**config.mk**
```make
export PLATFORM = sky130hd
export DESIGN_NAME = fir_coef_sequencer
export DESIGN_NICKNAME = d
export VERILOG_FILES = /design/src/rtl/fir_coef_sequencer.sv
export SDC_FILE = /design/constraint.sdc
export NUM_CORES = 1
export LEC_CHECK = 0
export BUFFER_PORTS_ARGS = -buffer_cell sky130_fd_sc_hd__clkbuf_2
export CORE_ASPECT_RATIO = 1.4
export CORE_MARGIN = 1.5
export CORE_UTILIZATION = 50
export CTS_BUF_LIST = sky130_fd_sc_hd__clkbuf_16
export DETAILED_ROUTE_END_ITERATION = 7
export PLACE_DENSITY = 0.72
export SYNTH_ARGS = -nofsm -noshare
export SYNTH_HDL_FRONTEND = slang
export SYNTH_SLANG_ARGS = --single-unit
```
**constraint.sdc**
```tcl
create_clock -name clk -period 3.89 [get_ports clk]
set_input_delay 0.389 -clock clk [delete_from_list [all_inputs] [get_ports clk]]
set_output_delay 0.389 -clock clk [all_outputs]
set_load 0.02 [all_outputs]
```
**src/rtl/fir_coef_sequencer.sv**
```systemverilog
// Coefficient/sample address sequencer for the time-multiplexed FIR MAC.
// Optional `SYMMETRIC_COEF_EN folds coef_addr for linear-phase filters (ROM holds ceil(N/2) words).
module fir_coef_sequencer #(
  parameter int COEF_WIDTH = 24,
  parameter int TAPS       = 256,
  parameter int ADDR_WIDTH = 8,
  parameter int CHANNELS   = 2,
  parameter int CH_WIDTH   = 1
) (
  input  logic                  clk,
  input  logic                  reset,
  input  logic                  start,
  input  logic [ADDR_WIDTH:0]   num_taps,
  output logic                  busy,
  output logic                  done,
  output logic                  overrun,
  input  logic                  clr_overrun,
  output logic [ADDR_WIDTH-1:0] coef_addr,
  output logic [ADDR_WIDTH-1:0] hist_addr,
  output logic [ADDR_WIDTH-1:0] wr_ptr,
  output logic [CH_WIDTH-1:0]   ch,
  output logic                  mac_valid,
  output logic                  mac_first,
  output logic                  mac_last
);

  localparam logic [0:0] IDLE = 1'b0;
  localparam logic [0:0] RUN  = 1'b1;

  localparam logic [ADDR_WIDTH:0] TAPS_W  = (ADDR_WIDTH + 1)'(TAPS);
  localparam logic [CH_WIDTH-1:0] CH_LAST = CH_WIDTH'(CHANNELS - 1);

  if (COEF_WIDTH < 1 || TAPS > (1 << ADDR_WIDTH) || (1 << CH_WIDTH) < CHANNELS) begin : g_bad_params
    $error("fir_coef_sequencer: inconsistent parameters");
  end

  logic [0:0]            state, nxt_state;
  logic [ADDR_WIDTH-1:0] t, nxt_t;
  logic [CH_WIDTH-1:0]   c, nxt_c;
  logic [ADDR_WIDTH:0]   n_lat, nxt_n, n_eff;
  logic [ADDR_WIDTH-1:0] nxt_wr;
  logic [ADDR_WIDTH-1:0] nxt_coef;
  logic                  nxt_last;
  logic                  last_tap;
  logic                  start_in_run;

  assign n_eff        = (num_taps == '0 || num_taps > TAPS_W) ? TAPS_W : num_taps;
  assign last_tap     = ({1'b0, t} == n_lat - 1'b1);
  assign start_in_run = start && (state == RUN);

  // Next-state logic; the output registers are loaded from these values so every
  // output is registered yet tap 0 appears the cycle right after the accepting edge.
  // NOTE: every always_comb target gets a default first, so no path can infer a latch.
  always_comb begin
    nxt_state = state;
    nxt_t     = t;
    nxt_c     = c;
    nxt_n     = n_lat;
    nxt_wr    = wr_ptr;
    case (state)
      IDLE: begin
        if (start) begin
          nxt_state = RUN;
          nxt_t     = '0;
          nxt_c     = '0;
          nxt_n     = n_eff;
          nxt_wr    = wr_ptr + 1'b1;
        end
      end
      default: begin
        if (last_tap) begin
          nxt_t = '0;
          if (c == CH_LAST) nxt_state = IDLE;
          else              nxt_c     = c + 1'b1;
        end else begin
          nxt_t = t + 1'b1;
        end
      end
    endcase
  end

`ifdef SYMMETRIC_COEF_EN
  logic [ADDR_WIDTH:0] half_n;
  assign half_n = (nxt_n + 1'b1) >> 1;
  always_comb begin
    nxt_coef = nxt_t;
    if ({1'b0, nxt_t} >= half_n)
      nxt_coef = ADDR_WIDTH'(nxt_n - 1'b1 - {1'b0, nxt_t});
  end
`else
  assign nxt_coef = nxt_t;
`endif

  assign nxt_last = ({1'b0, nxt_t} == nxt_n - 1'b1);

  // NOTE: sequential state uses non-blocking assignments so all registers update together.
  always_ff @(posedge clk) begin
    if (reset) begin
      state     <= IDLE;
      t         <= '0;
      c         <= '0;
      n_lat     <= TAPS_W;
      wr_ptr    <= '0;
      busy      <= 1'b0;
      done      <= 1'b0;
      overrun   <= 1'b0;
      coef_addr <= '0;
      hist_addr <= '0;
      ch        <= '0;
      mac_valid <= 1'b0;
      mac_first <= 1'b0;
      mac_last  <= 1'b0;
    end else begin
      state     <= nxt_state;
      t         <= nxt_t;
      c         <= nxt_c;
      n_lat     <= nxt_n;
      wr_ptr    <= nxt_wr;
      busy      <= (nxt_state == RUN);
      mac_valid <= (nxt_state == RUN);
      done      <= (state == RUN) && (nxt_state == IDLE);

      // A new overrun event beats a simultaneous clear.
      if (start_in_run)     overrun <= 1'b1;
      else if (clr_overrun) overrun <= 1'b0;

      if (nxt_state == RUN) begin
        coef_addr <= nxt_coef;
        hist_addr <= nxt_wr - nxt_t;
        ch        <= nxt_c;
        mac_first <= (nxt_t == '0);
        mac_last  <= nxt_last;
      end else begin
        coef_addr <= '0;
        hist_addr <= '0;
        ch        <= '0;
        mac_first <= 1'b0;
        mac_last  <= 1'b0;
      end
    end
  end

endmodule

```
==> impl_metrics.tcl <==
set metrics [dict create \
    routedWlPerCell_um 15.4 \
    hold_viol_final 0 \
    tritoncts "done" \
    cp.required_ns 4.12 \
    drive_gt1_share_pct 21.8 \
    synth_cells 328 \
    yosysSeqAreaShare_pct 34.6 \
    placed_cells 429 \
    cts_root_buf "clkbuf_16" \
    viasPerCell 5.50 \
    tns_ns 0 \
    crit_arrival_ns 3.76 \
    dp_slack_ns 0.322 \
    async_flop_share_pct 0 \
    grt-ovfl-total 0 \
    die_area_sq_um 6010 \
    final_cell_area_sq_um 3230 \
    instances_no_fill 437 \
    synthTopCellsByArea "dfxtp_1, xnor2_1, nor2_1, xor2_1, ha_1" \
    slew_violations 0 \
    multiInputGateArea_sq_um 1700 \
    antenna_found_initial 0 \
    yosysMostFrequentCell "nor2_1" \
    nNetsFinal 392 \
    finalSetupViolations 0 \
    ir_drop_mv 0.323 \
    postCtsSetupBuffers 0 \
    min_path_type "primary input to register" \
    synth_area_sq_um 2780 \
    path_cells "inv_1 > ha_1 > nor3b_2 > or3_1 > a221oi_2 > nor3_4 > o21ai_4 > o21ai_1 > ha_1 > a32oi_1 > o221ai_1 > o211ai_2 > a311oi_2 > nor4_1 > nand2b_1" \
    worstMarginPinSlew_ns 0.802 \
    finalPower_mw 1.25 \
    clk_latency_ns 0.29 \
    rows 31 \
    dpl.hpwl_mm 5.17 \
    fin_ws_ns 0.359 \
    netlist.area_leader.share_pct 34.6 \
    min_period_ns 3.53 \
    core_sq_um 5280 \
    rsz0062_at_grt "false" \
    grt_first_pass_wirelength_mm 11.0 \
    p_leak_nw 1.36 \
    yosys_most_used_dff "dfxtp_1" \
    fmax_mhz 283 \
    clk_pin_slew_worst_paths_ns 0.07 \
    fill_cells 505 \
    die_h_um 91.2 \
    final.period_utilization_pct 90.8 \
    drt_iter0_markers 83 \
    vias 2405 \
    critPathCaptureType "register" \
    pin_count 44 \
    start_util_pct 52.6 \
    numCtsBuffers 5 \
    die_w_um 66.0 \
    ys_warn_count 0 \
    status "finished, final reports clean" \
    skew_ns 0.00375 \
    cap_viol_max_count 0 \
    synth-edff-count 0 \
    path_max_fanout 10 \
    port_buffers 43 \
    diodes 0 \
    seqCellArea_sq_um 961 \
    cp_common_cell "ha_1" \
    crit_type "register to register" \
    grt_pass1_vias 2293 \
    cts_buffer_depth 2 \
    slowest_delay_ns 0.44 \
    cp_slowest_cell "dfxtp_1" \
    drc 0 \
    syn-num-nets 350 \
    synth-seq-cells 48 \
    cts_sinks 48 \
    syn_area_per_cell_sq_um 8.46 \
    area_growth_pct 16.5 \
    wirelength_mm 6.74 \
    dr.pass1.iters 4 \
    power_density_nw_per_um2 388 \
    htreeDepth 2 \
    relSlewSlack_pct 46.4 \
    grt_max_degree 31 \
    gp_routability_congestion 0.872 \
    yosysTopAreaCell "dfxtp_1" \
    final_antenna_net_count 0 \
    startpoint_type "register" \
    ys_types 56 \
    track_usage_pct 23.6 \
    placed_area_sq_um 3060 \
    synth_common_cells "nor2_1, dfxtp_1, xnor2_1" \
]
## cell usage in the layout (no fill, tap or decap), types with 3 or more instances in the layout
cell type,count
nand2b_1,5
buf_4,6
and3_1,6
o21ai_0,6
o211ai_1,4
nor2b_1,6
nand2_1,16
inv_1,15
xnor2_1,28
clkbuf_16,5
a31oi_1,5
nand4_1,6
nor2_1,49
xor2_1,13
nor4_1,3
a21oi_1,21
dfxtp_1,48
and2_1,5
clkbuf_2,43
ha_1,9
nand3_1,11
nor3b_1,7
o211ai_2,3
nor3_1,7
## metal layers
layer  vias up  GRT usage [%]  routed length, um
met5         -              0                  0
met4         0           10.2                228
met3        15           2.85                185
met2        50           42.0               3430
met1      1114           27.8               2890
li1       1226              -                  -
## through the flow
step	hold WS [ns]	utilization, %
6_report	0.363	61.3
5_1_grt	0.398	61.3
3_5_place_dp	0.467	57.9
3_3_place_gp	0.456	57.9
2_1_floorplan	0.481	-
4_1_cts	0.364	61.2
## cell type report
class / instances / share of cell area [%]
multi-input cells: 251 / 52.6
flip-flops and latches: 48 / 29.7
repair buffers: 49 / 8.05
clock buffers: 5 / 3.87
well taps: 66 / 2.55
inverters: 15 / 1.74
clock inverters: 3 / 1.43
## state kept, by name, summed over array words and instances, names as in the netlist
signal	count
done	1
mac_last	1
c	1
ch	1
wr_ptr	8
hist_addr	8
mac_first	1
coef_addr	8
t	8
overrun	1
n_lat	9
state	1
## cells by family after synthesis
group,after synthesis,share of synthesized area (%)
flops,48,34.6
mux,2,0.766
fa+ha+maj,10,4.46
compound gates,60,16.3
simple gates,138,26.7
xor+xnor,41,12.9
buf+inv,29,4.24
## timing repair
item / 4_1_cts / 5_1_grt
setup endpoints to repair: 0 / 1
hold buffers: 0 / 0
endpoints found under the hold margin: 0 / 0
gates resized for setup: 0 / 1
## worst max-delay path, delay by kind of cell (launching register included)
kind	cells	cell delay [ns]
AOI/OAI and AO/OA	7	1.50
adders and majority gates	2	0.46
buffers and inverters	1	0.07
DFF	1	0.44
and+or+nand+nor	5	1.00
## path summary, 6_finish.rpt
| kind | slack [ns] | startpoint | cells after the start | endpoint |
|---|---|---|---|---|
| worst max-delay path | 0.36 | n_lat[0]$_SDFF_PP0_ | 15 | hist_addr[7]$_SDFF_PP0_ |
| worst min-delay path | 0.36 | clr_overrun | 3 | overrun$_SDFFE_PP0P_ |
| worst max register to register | 0.36 | n_lat[0]$_SDFF_PP0_ | 15 | hist_addr[7]$_SDFF_PP0_ |
| worst min register to register | 0.47 | overrun$_SDFFE_PP0P_ | 2 | overrun$_SDFFE_PP0P_ |
## where the power goes
part / internal (mW) / total, mW / switching (mW)
clock: 0.305 / 0.496 / 0.190
combinational: 0.0979 / 0.234 / 0.137
sequential: 0.510 / 0.525 / 0.0153
Note: power is estimated with default switching activity, not from simulation.
